`config.mk`:
```
export PLATFORM = sky130hd
export DESIGN_NAME = atm_host_responder_flat
export DESIGN_NICKNAME = d
export VERILOG_FILES = /design/src/rtl/atm_pkg.sv /design/src/rtl/atm_host_responder_if.sv /design/src/rtl/atm_ledger.sv /design/src/rtl/atm_host_responder.sv /design/src/flat_wrapper.sv
export SDC_FILE = /design/constraint.sdc
export NUM_CORES = 1
export LEC_CHECK = 0
export BUFFER_PORTS_ARGS = -buffer_cell sky130_fd_sc_hd__buf_2
export CORE_MARGIN = 4
export CORE_UTILIZATION = 30
export DETAILED_ROUTE_END_ITERATION = 6
export PLACE_DENSITY = 0.57
export SYNTH_ARGS = -nofsm -noshare
export SYNTH_HDL_FRONTEND = slang
export SYNTH_SLANG_ARGS = --single-unit
```
`constraint.sdc`:
```
create_clock -name clk -period 7.57 [get_ports clk]
set_input_delay 0 -clock clk [delete_from_list [all_inputs] [get_ports clk]]
set_output_delay 0 -clock clk [all_outputs]
set_load 0.02 [all_outputs]
```
`src/rtl/atm_pkg.sv`:
```
// Shared definitions for the ATM bank-host responder: opcodes, status codes,
// FSM states and the factory PIN.
package atm_pkg;

    localparam int          PIN_W           = 4;
    localparam logic [3:0]  ATM_DEFAULT_PIN = 4'b1010;

    // Request opcodes; encodings 5-7 are illegal.
    localparam logic [2:0]  OP_LOGIN    = 3'd0;
    localparam logic [2:0]  OP_BALANCE  = 3'd1;
    localparam logic [2:0]  OP_DEPOSIT  = 3'd2;
    localparam logic [2:0]  OP_WITHDRAW = 3'd3;
    localparam logic [2:0]  OP_LOGOUT   = 3'd4;

    typedef enum logic [2:0] {
        ST_OK           = 3'd0,
        ST_BAD_PIN      = 3'd1,
        ST_LOCKED       = 3'd2,
        ST_NO_SESSION   = 3'd3,
        ST_INSUFFICIENT = 3'd4,
        ST_OVERFLOW     = 3'd5,
        ST_BAD_ACCT     = 3'd6,
        ST_BAD_OP       = 3'd7
    } status_e;

    typedef enum logic [1:0] {
        S_IDLE  = 2'd0,
        S_CHECK = 2'd1,
        S_EXEC  = 2'd2,
        S_RESP  = 2'd3
    } state_e;

endpackage

```
`src/rtl/atm_host_responder_if.sv`:
```
// Request/response channel between the ATM controller (master) and the
// bank-host responder (slave).
interface atm_host_responder_if #(
    parameter int ACCT_W = 3,
    parameter int AMT_W  = 32
);
    logic              req_valid;
    logic              req_ready;
    logic [2:0]        req_op;
    logic [ACCT_W-1:0] req_acct;
    logic [3:0]        req_pin;
    logic [AMT_W-1:0]  req_amount;
    logic              rsp_valid;
    logic              rsp_ready;
    logic [2:0]        rsp_status;
    logic [AMT_W-1:0]  rsp_balance;
    logic              sess_active;

    modport master (
        output req_valid, req_op, req_acct, req_pin, req_amount, rsp_ready,
        input  req_ready, rsp_valid, rsp_status, rsp_balance, sess_active
    );

    modport slave (
        input  req_valid, req_op, req_acct, req_pin, req_amount, rsp_ready,
        output req_ready, rsp_valid, rsp_status, rsp_balance, sess_active
    );
endinterface

```
`src/rtl/atm_ledger.sv`:
```
// Account ledger: balance, PIN, wrong-PIN counter and lock flag per account.
// Combinational read port, single synchronous write port.
module atm_ledger
    import atm_pkg::*;
#(
    parameter int          NUM_ACCTS    = 8,
    parameter int          ACCT_W       = 3,
    parameter int          AMT_W        = 32,
    parameter int unsigned INIT_BALANCE = 1000000,
    parameter logic [3:0]  DEFAULT_PIN  = ATM_DEFAULT_PIN,
    parameter int          TRIES_W      = 2
) (
    input  logic               clk,
    input  logic               reset,
    input  logic [ACCT_W-1:0]  rd_idx,
    output logic [AMT_W-1:0]   rd_balance,
    output logic [PIN_W-1:0]   rd_pin,
    output logic [TRIES_W-1:0] rd_tries,
    output logic               rd_locked,
    input  logic               wr_en,
    input  logic [ACCT_W-1:0]  wr_idx,
    input  logic [AMT_W-1:0]   wr_balance,
    input  logic [TRIES_W-1:0] wr_tries,
    input  logic               wr_locked
);

    logic [AMT_W-1:0]   balance_r [NUM_ACCTS];
    logic [PIN_W-1:0]   pin_r     [NUM_ACCTS];
    logic [TRIES_W-1:0] tries_r   [NUM_ACCTS];
    logic               locked_r  [NUM_ACCTS];

    logic rd_ok;
    logic wr_ok;

    // Indices beyond the populated accounts read as zero and never write.
    assign rd_ok = ({1'b0, rd_idx} < (ACCT_W+1)'(NUM_ACCTS));
    assign wr_ok = ({1'b0, wr_idx} < (ACCT_W+1)'(NUM_ACCTS));

    assign rd_balance = rd_ok ? balance_r[rd_idx] : '0;
    assign rd_pin     = rd_ok ? pin_r[rd_idx]     : '0;
    assign rd_tries   = rd_ok ? tries_r[rd_idx]   : '0;
    assign rd_locked  = rd_ok ? locked_r[rd_idx]  : 1'b0;

    // Ledger storage: factory values on reset, one account updated per write.
    always_ff @(posedge clk or posedge reset) begin
        if (reset) begin
            for (int i = 0; i < NUM_ACCTS; i++) begin
                balance_r[i] <= AMT_W'(INIT_BALANCE);
                pin_r[i]     <= DEFAULT_PIN;
                tries_r[i]   <= '0;
                locked_r[i]  <= 1'b0;
            end
        end else if (wr_en && wr_ok) begin
            balance_r[wr_idx] <= wr_balance;
            tries_r[wr_idx]   <= wr_tries;
            locked_r[wr_idx]  <= wr_locked;
        end
    end

endmodule

```
`src/rtl/atm_host_responder.sv`:
```
// Bank-host responder: accepts one ATM request at a time, classifies it
// against the session and ledger, commits a single ledger write and
// returns status plus the session balance.
module atm_host_responder
    import atm_pkg::*;
#(
    parameter int          NUM_ACCTS    = 8,
    parameter int          ACCT_W       = 3,
    parameter int          AMT_W        = 32,
    parameter int unsigned INIT_BALANCE = 1000000,
    parameter logic [3:0]  DEFAULT_PIN  = ATM_DEFAULT_PIN,
    parameter int          MAX_TRIES    = 3
) (
    input  logic                 clk,
    input  logic                 reset,
    atm_host_responder_if.slave  bus
);

    localparam int TRIES_W = $clog2(MAX_TRIES + 1);

    state_e state_q, state_d;

    // Captured request
    logic [2:0]        op_q;
    logic [ACCT_W-1:0] acct_q;
    logic [PIN_W-1:0]  pin_q;
    logic [AMT_W-1:0]  amt_q;

    // Session and response
    logic              sess_q;
    logic [ACCT_W-1:0] sess_acct_q;
    status_e           rsp_status_q;
    logic [AMT_W-1:0]  rsp_balance_q;

    // Ledger read port
    logic [ACCT_W-1:0]  rd_idx;
    logic [AMT_W-1:0]   rd_balance;
    logic [PIN_W-1:0]   rd_pin;
    logic [TRIES_W-1:0] rd_tries;
    logic               rd_locked;

    // Classification result (combinational in CHECK, registered for EXEC)
    status_e            c_status, plan_status;
    logic               c_wr, plan_wr;
    logic [AMT_W-1:0]   c_bal, plan_bal;
    logic [TRIES_W-1:0] c_tries, plan_tries;
    logic               c_locked, plan_locked;
    logic               c_sess, plan_sess;
    logic [ACCT_W-1:0]  c_sacct, plan_sacct;
    logic [AMT_W-1:0]   c_rbal, plan_rbal;
    logic [ACCT_W-1:0]  plan_idx;

    logic [AMT_W:0]     dep_sum;
    logic               bad_acct;

    function automatic logic [AMT_W:0] wide_add(input logic [AMT_W-1:0] a,
                                                input logic [AMT_W-1:0] b);
        return {1'b0, a} + {1'b0, b};
    endfunction

    atm_ledger #(
        .NUM_ACCTS    (NUM_ACCTS),
        .ACCT_W       (ACCT_W),
        .AMT_W        (AMT_W),
        .INIT_BALANCE (INIT_BALANCE),
        .DEFAULT_PIN  (DEFAULT_PIN),
        .TRIES_W      (TRIES_W)
    ) u_ledger (
        .clk        (clk),
        .reset      (reset),
        .rd_idx     (rd_idx),
        .rd_balance (rd_balance),
        .rd_pin     (rd_pin),
        .rd_tries   (rd_tries),
        .rd_locked  (rd_locked),
        .wr_en      (state_q == S_EXEC && plan_wr),
        .wr_idx     (plan_idx),
        .wr_balance (plan_bal),
        .wr_tries   (plan_tries),
        .wr_locked  (plan_locked)
    );

    assign bus.req_ready   = (state_q == S_IDLE);
    assign bus.rsp_valid   = (state_q == S_RESP);
    assign bus.rsp_status  = rsp_status_q;
    assign bus.rsp_balance = rsp_balance_q;
    assign bus.sess_active = sess_q;

    assign rd_idx   = (op_q == OP_LOGIN) ? acct_q : sess_acct_q;
    assign dep_sum  = wide_add(rd_balance, amt_q);
    assign bad_acct = ({1'b0, acct_q} >= (ACCT_W+1)'(NUM_ACCTS));

    // FSM state register
    always_ff @(posedge clk or posedge reset) begin
        if (reset) state_q <= S_IDLE;
        else       state_q <= state_d;
    end

    // FSM next state: one cycle each for CHECK and EXEC, RESP waits for rsp_ready
    always_comb begin
        state_d = state_q;
        case (state_q)
            S_IDLE:  if (bus.req_valid) state_d = S_CHECK;
            S_CHECK: state_d = S_EXEC;
            S_EXEC:  state_d = S_RESP;
            S_RESP:  if (bus.rsp_ready) state_d = S_IDLE;
            default: state_d = S_IDLE;
        endcase
    end

    // Request capture on accept
    always_ff @(posedge clk) begin
        if (state_q == S_IDLE && bus.req_valid) begin
            op_q   <= bus.req_op;
            acct_q <= bus.req_acct;
            pin_q  <= bus.req_pin;
            amt_q  <= bus.req_amount;
        end
    end

    // Classify the captured request against session and ledger state
    always_comb begin
        c_status = ST_OK;
        c_wr     = 1'b0;
        c_bal    = rd_balance;
        c_tries  = rd_tries;
        c_locked = rd_locked;
        c_sess   = sess_q;
        c_sacct  = sess_acct_q;
        c_rbal   = sess_q ? rd_balance : '0;
        case (op_q)
            OP_LOGIN: begin
                // Any open session is dropped before the PIN is checked.
                c_sess = 1'b0;
                c_rbal = '0;
                if (bad_acct) begin
                    c_status = ST_BAD_ACCT;
                end else if (rd_locked) begin
                    c_status = ST_LOCKED;
                end else if (pin_q != rd_pin) begin
                    c_wr    = 1'b1;
                    c_tries = rd_tries + 1'b1;
                    if (c_tries >= TRIES_W'(MAX_TRIES)) begin
                        c_locked = 1'b1;
                        c_status = ST_LOCKED;
                    end else begin
                        c_status = ST_BAD_PIN;
                    end
                end else begin
                    c_wr    = 1'b1;
                    c_tries = '0;
                    c_sess  = 1'b1;
                    c_sacct = acct_q;
                    c_rbal  = rd_balance;
                end
            end
            OP_BALANCE, OP_DEPOSIT, OP_WITHDRAW, OP_LOGOUT: begin
                if (!sess_q) begin
                    c_status = ST_NO_SESSION;
                end else if (op_q == OP_DEPOSIT) begin
                    if (dep_sum[AMT_W]) begin
                        c_status = ST_OVERFLOW;
                    end else begin
                        c_wr   = 1'b1;
                        c_bal  = dep_sum[AMT_W-1:0];
                        c_rbal = dep_sum[AMT_W-1:0];
                    end
                end else if (op_q == OP_WITHDRAW) begin
                    if (amt_q > rd_balance) begin
                        c_status = ST_INSUFFICIENT;
                    end else begin
                        c_wr   = 1'b1;
                        c_bal  = rd_balance - amt_q;
                        c_rbal = rd_balance - amt_q;
                    end
                end else if (op_q == OP_LOGOUT) begin
                    c_sess = 1'b0;
                    c_rbal = '0;
                end
            end
            default: c_status = ST_BAD_OP;
        endcase
    end

    // CHECK -> EXEC boundary: hold the classification for the commit cycle
    always_ff @(posedge clk) begin
        if (state_q == S_CHECK) begin
            plan_status <= c_status;
            plan_wr     <= c_wr;
            plan_bal    <= c_bal;
            plan_tries  <= c_tries;
            plan_locked <= c_locked;
            plan_sess   <= c_sess;
            plan_sacct  <= c_sacct;
            plan_rbal   <= c_rbal;
            plan_idx    <= rd_idx;
        end
    end

    // EXEC -> RESP boundary: commit session state and response
    always_ff @(posedge clk or posedge reset) begin
        if (reset) begin
            sess_q        <= 1'b0;
            rsp_status_q  <= ST_OK;
            rsp_balance_q <= '0;
        end else if (state_q == S_EXEC) begin
            sess_q        <= plan_sess;
            rsp_status_q  <= plan_status;
            rsp_balance_q <= plan_rbal;
        end
    end

    // Session account follows the committed session
    always_ff @(posedge clk) begin
        if (state_q == S_EXEC) sess_acct_q <= plan_sacct;
    end

endmodule
```
`src/flat_wrapper.sv`:
```
// flat-port wrapper written by rule: the top's interface ports become plain ports
module atm_host_responder_flat import atm_pkg::*;
#(
    parameter int          NUM_ACCTS    = 8,
    parameter int          ACCT_W       = 3,
    parameter int          AMT_W        = 32,
    parameter int unsigned INIT_BALANCE = 1000000,
    parameter logic [3:0]  DEFAULT_PIN  = ATM_DEFAULT_PIN,
    parameter int          MAX_TRIES    = 3
)
  (clk, reset, bus_req_valid, bus_req_op, bus_req_acct, bus_req_pin, bus_req_amount, bus_rsp_ready, bus_req_ready, bus_rsp_valid, bus_rsp_status, bus_rsp_balance, bus_sess_active);
  atm_host_responder_if #(.ACCT_W(ACCT_W), .AMT_W(AMT_W)) bus_i ();
  input  logic clk;
  input  logic reset;
  input wire logic [$bits(bus_i.req_valid)-1:0] bus_req_valid;
  input wire logic [$bits(bus_i.req_op)-1:0] bus_req_op;
  input wire logic [$bits(bus_i.req_acct)-1:0] bus_req_acct;
  input wire logic [$bits(bus_i.req_pin)-1:0] bus_req_pin;
  input wire logic [$bits(bus_i.req_amount)-1:0] bus_req_amount;
  input wire logic [$bits(bus_i.rsp_ready)-1:0] bus_rsp_ready;
  output wire logic [$bits(bus_i.req_ready)-1:0] bus_req_ready;
  output wire logic [$bits(bus_i.rsp_valid)-1:0] bus_rsp_valid;
  output wire logic [$bits(bus_i.rsp_status)-1:0] bus_rsp_status;
  output wire logic [$bits(bus_i.rsp_balance)-1:0] bus_rsp_balance;
  output wire logic [$bits(bus_i.sess_active)-1:0] bus_sess_active;
  assign bus_i.req_valid = bus_req_valid;
  assign bus_i.req_op = bus_req_op;
  assign bus_i.req_acct = bus_req_acct;
  assign bus_i.req_pin = bus_req_pin;
  assign bus_i.req_amount = bus_req_amount;
  assign bus_i.rsp_ready = bus_rsp_ready;
  assign bus_req_ready = bus_i.req_ready;
  assign bus_rsp_valid = bus_i.rsp_valid;
  assign bus_rsp_status = bus_i.rsp_status;
  assign bus_rsp_balance = bus_i.rsp_balance;
  assign bus_sess_active = bus_i.sess_active;
  atm_host_responder #(.NUM_ACCTS(NUM_ACCTS), .ACCT_W(ACCT_W), .AMT_W(AMT_W), .INIT_BALANCE(INIT_BALANCE), .DEFAULT_PIN(DEFAULT_PIN), .MAX_TRIES(MAX_TRIES)) u_core (.clk(clk), .reset(reset), .bus(bus_i));
endmodule
```
# Yosys cells after proc, flatten, opt, wreduce, memory -nomap -nowiden
# Index checks and enable logic that the tools add are counted.
# totals
ff_bits	441
output_inout_bits	38
# op_classes
mux	74
add_sub_neg	3
n_reduce_logical	7
magnitude_cmp	5
eq_ne	10
bitwise_logic	2
# ops
op	count
32-bit two-way mux	18
256-bit bitwise mux	1
32-bit binary-select mux with 3-bit select	1
32-bit demux with 3-bit select	1
32-bit case mux with 2 select lines	1
32-bit by 32-bit adder with 33-bit output	1
3-bit two-way mux	11
32-bit greater-than comparator	1
32-bit subtractor	1
1-bit two-way mux	19
2-bit two-way mux	9
16-bit bitwise mux	1
4-bit binary-select mux with 3-bit select	1
8-bit bitwise mux	1
4-bit greater-or-equal comparator, second input constant	2
4-bit two-way mux	2
3-bit inverter with 4-bit output	2
2-bit case mux with 4 select lines	1
2-bit binary-select mux with 3-bit select	1
2-bit demux with 3-bit select	1
3-bit by 2-bit == test with 1-bit output, second input constant	2
3-bit case mux with 2 select lines	1
2-bit == test, second input constant	2
4-bit by 1-bit less-than comparator with 1-bit output, second input constant	1
15 further kinds	19

# Depth between registers and ports, before layout
# Gate-level depths: netlist of the first run.
# depth
depth_word	12
ltp_mapped	23
mapped_depth_nobuf	20

# Hierarchy
# From an unflattened synthesis of the first run, not the netlist that was laid out.
# hier_totals
cells_unflattened	1900
hier_area_um2	23657.7
# by_module_without_submodules
module	n_inst	cells_each	area_per_inst_um2	seq_area_each_um2
atm_ledger	1	730	12667.1	7076.8
atm_host_responder	1	1170	10990.5	4644.5

# Worst setup path before layout of the first run
# OpenSTA, ideal clock, no wires.
# synth_path
path_kind	reg2reg
startpoint	register u_core.op_q[1]
endpoint	register u_core.plan_rbal[25] (data pin)
n_path_buf	6
setup_time_ps	269
required_ps	7301
arrival_time_ps	5652
path_stages_with_launch	22
setup_slack_ps	1649
period_less_slack_ps	5921
path_cell_list	edfxtp_1 nor3_4 buf_4 mux2i_2 buf_6 buf_4 buf_4 mux4_2 mux2i_1 inv_1 ha_1 inv_1 nand2_1 or4_1 a21oi_1 nor3_1 nor2_1 clkbuf_1 buf_1 o21ai_1 a31oi_1 o22ai_1
# synth_between
elab_chain_len	12
elab_cells_between_ends	31
classes_between	2 x add/sub; 1 x order compare; 5 x eq/ne; 20 x mux; 1 x bitwise; 2 x reduce/logical
# synth_lines
element	line_no	rtl
start, declared	atm_host_responder.sv:24	logic [2:0] op_q;
start signal, assigned	atm_host_responder.sv:114	op_q <= bus.req_op;
3-bit logical NOT	atm_host_responder.sv:89, atm_host_responder.sv:131	
3-bit two-way mux	atm_host_responder.sv:89	assign rd_idx = (op_q == OP_LOGIN) ? acct_q : sess_acct_q;
3-bit inverter with 4-bit output (implied by the code)	atm_ledger.sv:39, atm_ledger.sv:40, atm_ledger.sv:42	
32-bit binary-select mux with 3-bit select	atm_ledger.sv:39	assign rd_balance = rd_ok ? balance_r[rd_idx] : '0;
32-bit two-way mux (implied by the code) (2 in series)	atm_ledger.sv:39	
32-bit subtractor, or another cell as far along	atm_host_responder.sv:174	c_rbal = rd_balance - amt_q;
32-bit two-way mux (on tied branches)	atm_host_responder.sv:169, atm_host_responder.sv:176	
32-bit two-way mux	atm_host_responder.sv:168	end else if (op_q == OP_WITHDRAW) begin
32-bit two-way mux	atm_host_responder.sv:160	end else if (op_q == OP_DEPOSIT) begin
32-bit two-way mux	atm_host_responder.sv:158	if (!sess_q) begin
32-bit case mux with 2 select lines *	atm_host_responder.sv:131	case (op_q)
via u_core.c_rbal[25]	atm_host_responder.sv:50	logic [AMT_W-1:0] c_rbal, plan_rbal;
end signal, assigned	atm_host_responder.sv:195	plan_rbal <= c_rbal;
end, declared	atm_host_responder.sv:50	
# The timed path passes the listed nets; every way through them passes the cells marked *. The select of a mux whose other input is x is not followed.
# A chain may end at the register's enable or synchronous reset.

# Worst setup path in the final report of the first run
# layout_path
startpoint	register u_core.op_q[2]
endpoint	register u_core.plan_rbal[21] (data pin)
# The elaborated chain is that of the path after synthesis.

==> results of run 1 <==
[registers in the layout, indices dropped and copies added, names as in the netlist]
| name | count |
|---|---|
| u_core.sess_acct_q | 3 |
| u_core.u_ledger.balance_r | 256 |
| u_core.plan_status | 3 |
| u_core.plan_sacct | 3 |
| u_core.bus.rsp_status | 3 |
| u_core.u_ledger.locked_r | 8 |
| u_core.plan_locked | 1 |
| u_core.plan_rbal | 32 |
| u_core.plan_wr | 1 |
| u_core.amt_q | 32 |
| u_core.bus.sess_active | 1 |
| u_core.plan_idx | 3 |
| u_core.bus.rsp_balance | 32 |
| u_core.plan_sess | 1 |
| u_core.plan_bal | 32 |
| u_core.state_q | 2 |
| u_core.op_q | 3 |
| u_core.acct_q | 3 |
[power by group through the flow]
stage | Combinational, W | Clock, W | Sequential, W
4_1_cts | 0.00721 | 0.00249 | 0.00410
2_1_floorplan | 0.00460 | 0 | 0.00401
3_3_place_gp | 0.00711 | 0 | 0.00406
6_report | 0.00726 | 0.00243 | 0.00410
3_5_place_dp | 0.00716 | 0 | 0.00413
5_1_grt | 0.00780 | 0.00260 | 0.00422
[Yosys cell counts, types with 8 or more instances]
cell,count,area (um2)
or2_2,9,56.30
mux4_2,62,1396
dfstp_2,56,1471
inv_1,99,371.6
o21bai_1,20,150.1
nor2b_1,12,75.07
a22o_1,9,78.83
and2_1,9,56.30
nand3_1,30,150.1
a31oi_1,24,150.1
mux2i_1,46,460.4
or3_1,9,56.30
edfxtp_1,117,3513
buf_1,10,37.54
a21o_1,21,157.7
nand2_1,105,394.1
mux2_2,304,3423
o21ai_0,82,410.4
o31ai_1,13,97.59
o211ai_1,8,60.06
nor3_1,23,115.1
nand2b_1,8,50.05
xnor2_1,46,402.9
a211oi_1,10,75.07
buf_2,14,70.07
a22oi_1,9,67.56
dfrtp_1,246,6156
a21oi_1,123,615.6
nor2_1,94,352.8
ha_1,72,900.9
o22ai_1,18,112.6
xor2_1,8,70.07
clkbuf_1,79,296.5
[logic make-up after synthesis]
family | count (synthesis) | share of synthesized area (%)
AO/OA/AOI/OAI | 414 | 11.68
multiplexers | 415 | 23.21
flip-flops | 419 | 48.54
XOR/XNOR | 54 | 2.061
AND/OR/NAND/NOR | 329 | 6.706
adder cells (fa/ha/maj) | 74 | 4.100
buffers and inverters | 211 | 3.696
[final timing paths]
kind	end	slack (ns)	depth (start not counted)
hold reg to reg	u_core.sess_acct_q[0]	0.42	0
min in group asynchronous	u_core.u_ledger.balance_r[217]	0.24	4
setup / recovery	u_core.plan_rbal[21]	0.45	20
setup reg to reg	u_core.plan_rbal[21]	0.45	20
hold / removal	u_core.acct_q[2]	0.11	2
max in group asynchronous	u_core.bus.rsp_balance[21]	5.81	5
[area by class of cell]
cell class              count  area (um2)  share of cell area [%]
clock buffers              60        1234                   4.546
clock inverters            26       409.1                   1.508
inverters                 101       387.9                   1.429
multi-input cells        1286       11040                   40.70
flip-flops and latches    419       11140                   41.06
well taps                 978        1224                   4.509
repair buffers            230        1697                   6.252
[timing repair]
action | in CTS | in global routing
hold buffers | 42 | 0
setup endpoints to repair | 0 | 1
buffers inserted | 0 | 0
hold endpoints to repair | 172 | 0
gates resized for setup | 0 | 1
[metrics by stage]
stage | instances | cell area [um2] | hold slack (ns)
after detailed placement | 2972 | 25070 | 0.1781
after global routing | 3100 | 27140 | 0.07120
final | 3100 | 27140 | 0.1075
after floorplan | 1916 | 22950 | 0.09887
after CTS | 3100 | 27140 | 0.08228
after global placement | 2972 | 25070 | 0.1759
[layout by cell type, fill, tap and decap left out, types with 8 or more instances in the layout]
cell / count
xor2_1: 8
mux2i_1: 45
buf_4: 104
clkbuf_16: 46
a211oi_1: 10
and2_1: 8
nand2b_1: 8
o211ai_1: 8
inv_1: 98
o22ai_1: 18
dlygate4sd3_1: 42
nor2b_1: 12
o21ai_0: 81
xnor2_1: 46
a22o_1: 9
ha_1: 70
a22oi_1: 9
edfxtp_1: 117
dfrtp_1: 246
mux2_2: 304
or2_2: 9
nor2_1: 87
a31oi_1: 24
clkbuf_1: 11
dfstp_2: 56
a21o_1: 21
nand3_1: 30
bufinv_16: 9
a21oi_1: 123
buf_2: 79
nor3_1: 22
o31ai_1: 13
mux4_2: 62
nand2_1: 105
o21bai_1: 20
[routing by layer]
layer / vias up / routed length (um) / track usage, % / part of all wire [%]
li1: 7436 / - / - / -
met1: 8610 / 32350 / 24.44 / 45
met2: 560 / 33010 / 27.57 / 46
met3: 118 / 4403 / 3.071 / 6.1
met4: 2 / 2477 / 6.007 / 3.4
met5: - / 13 / 0 / 0.018
==> impl_metrics.json, run 1 <==
{
  "maxSlewViolCount": 0,
  "leakagePower_nw": 11.56,
  "crit_family": "multiplexers",
  "worstPathMaxFanout": 33,
  "path_class": "reg2reg",
  "grt_setup_unrepaired": "no",
  "crit_chain": "nor3_4, mux2i_4, buf_4, mux4_2, mux2i_1, inv_1, ha_1, a21oi_1, o21bai_1, a21oi_1, nand3_1, nor3_1, buf_4, or2_0, buf_4, nor2_1, mux2i_1, a31oi_1, o21ai_1, buf_4",
  "die_x_um": 284.6,
  "cts_sinks": 419,
  "worst_pin_slew_ns": 1.169,
  "num_vias": 16726,
  "synth_edf_count": 117,
  "die_y_um": 284.6,
  "synthesis.instances": 1916,
  "wl_per_cell_um": 23.31,
  "cts_buffers": 46,
  "vdd.ir_drop.worst_mv": 0.1829,
  "relSlewSlack_pct": 21.85,
  "cp-end-kind": "register",
  "place.gp.congestion": 0.9267,
  "setup_viol": 0,
  "fin_ws_ns": 0.4457,
  "clock_power_share_pct": 17.6,
  "intPower_w": 0.007889,
  "place_ws_ns": 0.5062,
  "ys_seq_elements": 419,
  "drive_gt1_share_pct": 33.93,
  "hp-class": "in2reg",
  "power.switching_w": 0.005900,
  "grt_pass1_wl_mm": 108.8,
  "grt-ovfl-total": 0,
  "critPathBufInv": 5,
  "hold_start": "bus_req_acct[2]",
  "power_frac_comb_pct": 52.6,
  "ys_async_sr_fraction_pct": 72.08,
  "clk_path_buf_depth": 3,
  "post-route-min-period_ns": 7.124,
  "hold_viol": 0,
  "pwr-share-seq_pct": 29.7,
  "firstDrtPassIters": 5,
  "total_power_w": 0.01379,
  "grt_max_degree": 191,
  "timing.rr.start": "u_core.op_q[2]",
  "status": "finished, final reports clean",
  "vias_per_cell": 5.395,
  "rows": 101,
  "maxCapViolCount": 0,
  "setup_tns_ns": 0,
  "arrival_ns": 7.59,
  "final_util_pct": 35.79,
  "n_fill_cell": 7439,
  "htreeDepth": 2,
  "synth_warnings": 32,
  "design.die.area_um2": 80990,
  "dpl.hpwl_mm": 50.99,
  "syn_area_um2": 22950,
  "crit_path_start_kind": "register",
  "max_stage_delay_ns": 0.61,
  "nets": 2204,
  "syn2layout_area_growth_pct": 18.24,
  "grt_pass1_vias": 16959,
  "start_util_pct": 30.27,
  "io_buffers": 79,
  "cts_tree": "yes",
  "clk_latency_ns": 0.61,
  "drt_wl_total_mm": 72.26,
  "post-route-period-util_pct": 94.11,
  "n_antenna_cell": 0,
  "drt_iter0_markers": 1406,
  "syn_area_per_cell_um2": 11.98,
  "grt_antenna_before_repair": 2,
  "clkTransAtPathRegs_ns": 0.07,
  "crit_top_cell": "buf_4",
  "critPathRequiredTime_ns": 8.04,
  "drc": 0,
  "grt_usage_pct": 17.52,
  "core_um2": 75820,
  "synthFlopType": "dfrtp_1",
  "p_sw_share_pct": 42.79,
  "detail-route-antenna-nets": 0,
  "fmax_mhz": 140.4,
  "synth.distinct_cells": 87,
  "yosysSeqAreaShare_pct": 48.54,
  "design.portCount": 84,
  "cpMaxStageDelayCell": "buf_4",
  "cts-root-buf": "clkbuf_16",
  "syn_nets": 2036,
  "powerDensity_nw_per_um2": 508.2,
  "finalClockSkew_ns": 0.03219,
  "setup.worst_path.start": "u_core.op_q[2]"
}
Note: power is estimated with default switching activity, not from simulation.
==> run 2, diff against run 1 <==
SETUP_SLACK_MARGIN = 0.5   (was default)
==> run 2 against run 1 <==
Non-clock buffer count grew 5. Hold slack gained 0.0011 ns. Register-to-register slack gained 0.53 ns. Utilization grew 0.071 points. Critical endpoint is now u_core.plan_bal[23]. Highest routed layer unchanged.
==> impl_metrics.json, run 2 (synthesis gave the netlist of run 1 again) <==
{
  "core_um2": 75820,
  "syn2layout_area_growth_pct": 18.48,
  "design.die.area_um2": 80990,
  "hold_viol": 0,
  "grt_max_degree": 191,
  "place_ws_ns": 0.5062,
  "total_power_w": 0.01379,
  "grt_usage_pct": 17.52,
  "p_sw_share_pct": 42.74,
  "pwr-share-seq_pct": 29.8,
  "final_cell_mix": "304 x mux2_2, 246 x dfrtp_1, 123 x a21oi_1",
  "grt_pass1_wl_mm": 108.8,
  "setup_viol": 0,
  "rows": 101,
  "detail-route-antenna-nets": 0,
  "relSlewSlack_pct": 21.33,
  "maxSlewViolCount": 0,
  "setup_tns_ns": 0,
  "clk_path_buf_depth": 3,
  "clk_latency_ns": 0.61,
  "powerDensity_nw_per_um2": 507.0,
  "grt-ovfl-total": 0,
  "die_x_um": 284.6,
  "power.switching_w": 0.005891,
  "num_vias": 16741,
  "grt_setup_unrepaired": "no",
  "fin_ws_ns": 0.9767,
  "cts_buffers": 46,
  "hold_start": "bus_req_acct[2]",
  "cp-end-kind": "register",
  "timing.rr.start": "u_core.op_q[0]",
  "clock_power_share_pct": 17.6,
  "design.portCount": 84,
  "hp-class": "in2reg",
  "cts_tree": "yes",
  "drt_wl_total_mm": 72.19,
  "critPathRequiredTime_ns": 8.03,
  "largest_reg_flops": 256,
  "vdd.ir_drop.worst_mv": 0.1826,
  "cts_sinks": 419,
  "layout_commonest_cell": "mux2_2",
  "place.gp.congestion": 0.9267,
  "worstPathMaxFanout": 33,
  "leakagePower_nw": 11.59,
  "grt_pass1_vias": 16959,
  "dpl.hpwl_mm": 50.99,
  "nets": 2209,
  "drt_iter0_markers": 1331,
  "drc": 0,
  "die_y_um": 284.6,
  "post-route-period-util_pct": 87.10,
  "status": "finished, final reports clean",
  "wl_per_cell_um": 23.25,
  "io_buffers": 79,
  "intPower_w": 0.007894,
  "fmax_mhz": 151.7,
  "power_frac_comb_pct": 52.6,
  "maxCapViolCount": 0,
  "largest_register": "u_core.u_ledger.balance_r",
  "arrival_ns": 7.06,
  "final_cells": 3105,
  "setup.worst_path.start": "u_core.op_q[0]",
  "finalClockSkew_ns": 0.03276,
  "grt_antenna_before_repair": 2,
  "clkTransAtPathRegs_ns": 0.07,
  "htreeDepth": 2,
  "worst_pin_slew_ns": 1.177,
  "dp_cells": 2972,
  "post-route-min-period_ns": 6.593,
  "firstDrtPassIters": 5,
  "n_antenna_cell": 0,
  "path_class": "reg2reg",
  "start_util_pct": 30.27,
  "vias_per_cell": 5.392,
  "drive_gt1_share_pct": 34.09,
  "cts-root-buf": "clkbuf_16",
  "crit_path_start_kind": "register"
}
-- run 2: critical path, stage by stage, from the launching register on --
cell and delay, ns:
edfxtp_1 0.44, nor3_4 0.24, buf_12 0.15, mux2i_4 0.29, buf_6 0.45, mux4_2 0.58, mux2i_1 0.38, inv_1 0.20
ha_1 0.49, a21oi_1 0.27, o21bai_1 0.10, a21oi_1 0.41, o21ai_0 0.30, nand3_1 0.31, or2_0 0.37, buf_12 0.18
a21oi_1 0.07, buf_4 0.27, nand3_1 0.11, a21oi_1 0.07, a221oi_1 0.53, buf_4 0.22
-- run 2: path summary, 6_finish.rpt --
check                                                  to  slack, ns  cells past startpoint
max in group asynchronous      u_core.bus.rsp_balance[21]       5.81                      5
hold / removal                           u_core.acct_q[2]       0.11                      2
hold reg to reg                     u_core.sess_acct_q[0]       0.42                      0
setup reg to reg                      u_core.plan_bal[23]       0.98                     21
min in group asynchronous  u_core.u_ledger.balance_r[217]       0.22                      4
setup / recovery                      u_core.plan_bal[23]       0.98                     21
-- run 2: final cells by class --
cell class,instances,area (um2)
clock inverters,26,409.1
inverters,101,387.9
multi-input cells,1286,11040
repair buffers,235,1750
fillers,7432,48630
clock buffers,60,1234
flip-flops and latches,419,11140
well taps,978,1224
-- run 2: stage by stage --
step                      area [um2]  util [%]  hold WS [ns]
after floorplan                22950         -       0.09887
after global placement         25070     33.07        0.1759
after detailed placement       25070     33.07        0.1781
after CTS                      27140     35.79       0.08228
after global routing           27190     35.86       0.07120
final                          27190     35.86        0.1086
-- run 2: routing by layer --
metal | GRT usage [%] | up-vias | share of wire (%)
li1 | - | 7457 | -
met1 | 24.44 | 8606 | 45
met2 | 27.57 | 563 | 46
met5 | 0 | - | 0.018
met4 | 6.007 | 2 | 3.4
met3 | 3.071 | 113 | 5.9
-- run 2: power by group through the flow --
stage / Sequential [W] / Combinational [W] / Clock (W)
floorplan: 0.00401 / 0.00460 / 0
global placement: 0.00406 / 0.00711 / 0
detailed placement: 0.00413 / 0.00716 / 0
CTS: 0.00410 / 0.00721 / 0.00249
global route: 0.00422 / 0.00781 / 0.00260
finish: 0.00410 / 0.00726 / 0.00243
-- run 2: timing repair --
| item | in CTS | in global routing |
|---|---|---|
| resized for setup | 1 | 1 |
| setup buffers | 0 | 5 |
| endpoints found under the hold margin | 172 | 0 |
| setup endpoints to repair | 1 | 4 |
| pin swaps | 0 | 1 |
| hold buffers | 42 | 0 |
==> run 3, diff against run 2 <==
--- a/config.mk
+++ b/config.mk
@@ -9,4 +9,5 @@
 export CORE_MARGIN = 4
 export CORE_UTILIZATION = 30
+export CTS_BUF_LIST = sky130_fd_sc_hd__clkbuf_16
 export DETAILED_ROUTE_END_ITERATION = 6
 export PLACE_DENSITY = 0.57
==> constraint.sdc (replaced) <==
create_clock -name clk -period 7.57 [get_ports clk]
set_input_delay 2.271 -clock clk [delete_from_list [all_inputs] [get_ports clk]]
set_output_delay 2.271 -clock clk [all_outputs]
set_load 0.02 [all_outputs]
==> run 3 against run 2 <==
First-iteration DRC count grew 3.2%. Maximum frequency decreased by 3.0%. Final cell count is 1.2% lower. Non-clock buffer count fell by 40. Clock-buffer cell count shrank 12. Setup slack worse by 0.20 ns. Die area stayed put. Via count fell by 0.94%. Flip-flop and latch count unchanged. Power down 1.7%. Utilization fell by 0.79 points. Highest routed layer is now met4.
==> impl_metrics.json, run 3 (synthesis gave the netlist of run 1 again) <==
{
  "fmax_mhz": 147.2,
  "final_cell_mix": "304 x mux2_2, 246 x dfrtp_1, 123 x a21oi_1",
  "r2r-end": "u_core.plan_bal[23]",
  "cts-root-buf": "clkbuf_16",
  "placed_cell_area_um2": 25070,
  "grt_antenna_before_repair": 0,
  "drive_gt1_share_pct": 34.61,
  "die_y_um": 284.6,
  "maxCapViolCount": 0,
  "finalClockSkew_ns": 0.03949,
  "drt_wl_total_mm": 72.13,
  "grt_setup_unrepaired": "no",
  "min_path_cells": 0,
  "cpMaxStageDelayCell": "a221oi_2",
  "design_area_um2": 26590,
  "multi_input_area_um2": 11050,
  "cts_buffers": 47,
  "hold_end": "u_core.sess_acct_q[1]",
  "start_util_pct": 30.27,
  "cp-end-kind": "register",
  "grt-ovfl-total": 0,
  "timing.rr.start": "u_core.op_q[1]",
  "crit_path_start_kind": "register",
  "grt_pass1_vias": 16899,
  "syn2layout_area_growth_pct": 15.88,
  "place.gp.congestion": 0.9403,
  "drt_iter0_markers": 1373,
  "clk_latency_ns": 0.61,
  "num_vias": 16584,
  "setup_tns_ns": 0,
  "relSlewSlack_pct": 20.17,
  "max_stage_delay_ns": 0.67,
  "rows": 101,
  "status": "finished, final reports clean",
  "post-route-period-util_pct": 89.77,
  "vdd.ir_drop.worst_mv": 0.1737,
  "path_class": "reg2reg",
  "powerDensity_nw_per_um2": 509.5,
  "arrival_ns": 7.26,
  "r2r_cells": 19,
  "nets": 2170,
  "grt_usage_pct": 17.61,
  "hp-class": "reg2reg",
  "leakagePower_nw": 11.41,
  "design.portCount": 84,
  "post-route-min-period_ns": 6.796,
  "grt_pass1_wl_mm": 109.2,
  "n_antenna_cell": 0,
  "maxSlewViolCount": 0,
  "setup_viol": 0,
  "htreeDepth": 2,
  "io_buffers": 79,
  "cts_tree": "yes",
  "dpl.hpwl_mm": 51.44,
  "design.die.area_um2": 80990,
  "clkTransAtPathRegs_ns": 0.06,
  "core_um2": 75820,
  "die_x_um": 284.6,
  "crit_top_cell": "buf_4",
  "largest_reg_flops": 256,
  "crit_chain": "nor3_4, mux2i_4, buf_4, buf_4, mux4_2, mux2i_1, inv_1, ha_1, nand3_1, or4_1, a21oi_1, nor3_1, buf_4, or2_0, buf_12, nand2_1, nand2_1, a221oi_2, buf_4",
  "n_fill_cell": 7443,
  "detail-route-antenna-nets": 0,
  "drc": 0,
  "vias_per_cell": 5.407,
  "hold_start": "u_core.plan_sacct[1]",
  "wl_per_cell_um": 23.52,
  "cts_sinks": 419,
  "largest_register": "u_core.u_ledger.balance_r",
  "grt_max_degree": 169,
  "layout_commonest_cell": "mux2_2",
  "worstPathMaxFanout": 25,
  "r2r_slack_ns": 0.77,
  "register_area_um2": 11140,
  "firstDrtPassIters": 7,
  "hold_viol": 0,
  "clk_path_buf_depth": 3,
  "worst_pin_slew_ns": 1.195,
  "critPathRequiredTime_ns": 8.03
}
==> run 3: cell types whose count changed in the layout (fill, tap and decap cells not counted), moves of 6 or more <==
cell           before  now
dlygate4sd3_1      42    0
inv_1              98  114
clkbuf_1           11    0
bufinv_16           9    2
buf_4             107  113
==> run 3: layout make-up <==
type                    count  area share [%]
flip-flops and latches    419           41.89
clock inverters            40           1.073
clock buffers              48           4.517
well taps                 978           4.601
repair buffers            195           4.903
multi-input cells        1286           41.55
inverters                 101           1.459
==> run 3: timing repair <==
item / 4_1_cts / 5_1_grt
setup buffers: 0 / 4
endpoints found under the setup margin: 1 / 5
hold buffers: 0 / 0
cloned: 0 / 0
endpoints found under the hold margin: 0 / 0
pin swaps: 0 / 1
resized for setup: 1 / 1
==> run 3: worst max path at each step <==
stage	start	to	depth (start not counted)
after floorplan	reset	u_core.bus.rsp_balance[0]	1
after global placement	u_core.op_q[2]	u_core.plan_bal[23]	18
after detailed placement	u_core.op_q[2]	u_core.plan_bal[23]	18
after CTS	u_core.op_q[2]	u_core.plan_rbal[21]	23
after global routing	u_core.op_q[1]	u_core.plan_bal[23]	19
final	u_core.op_q[1]	u_core.plan_bal[23]	19
==> run 3: metal layers <==
layer | wire length [um] | GRT usage (%) | vias up
li1 | - | - | 7376
met1 | 31700 | 24.38 | 8504
met2 | 33460 | 28.00 | 586
met3 | 4419 | 2.959 | 118
met4 | 2547 | 6.107 | 0
met5 | 0 | 0 | -
==> run 3: worst max-delay path: cells and delay by family (launching register included) <==
kind / cells / cell delay, ns
AND/OR/NAND/NOR: 7 / 2.12
adder cells (fa/ha/maj): 1 / 0.42
AO/OA/AOI/OAI: 2 / 0.94
buffers and inverters: 6 / 1.62
multiplexers: 3 / 1.09
flip-flops: 1 / 0.43
==> run 3: report_power, final <==
part / switching [W] / internal, W
Combinational: 0.00432 / 0.00293
Sequential: 0.000623 / 0.00349
Clock: 0.000951 / 0.00123
==> run 3: metrics by stage <==
| step | setup WS [ns] | power (W) | std cells | util (%) | hold slack (ns) |
|---|---|---|---|---|---|
| after global placement | 0.4844 | 0.01117 | 2975 | 33.06 | 0.4039 |
| final | 0.7742 | 0.01355 | 3067 | 35.07 | 0.4247 |
| after detailed placement | 0.4974 | 0.01131 | 2975 | 33.06 | 0.4214 |
| after CTS | 0.5002 | 0.01357 | 3063 | 35.03 | 0.4307 |
| after global routing | 0.5149 | 0.01438 | 3067 | 35.07 | 0.4419 |
| after floorplan | 1.330 | 0.008610 | 1916 | - | 0.4003 |
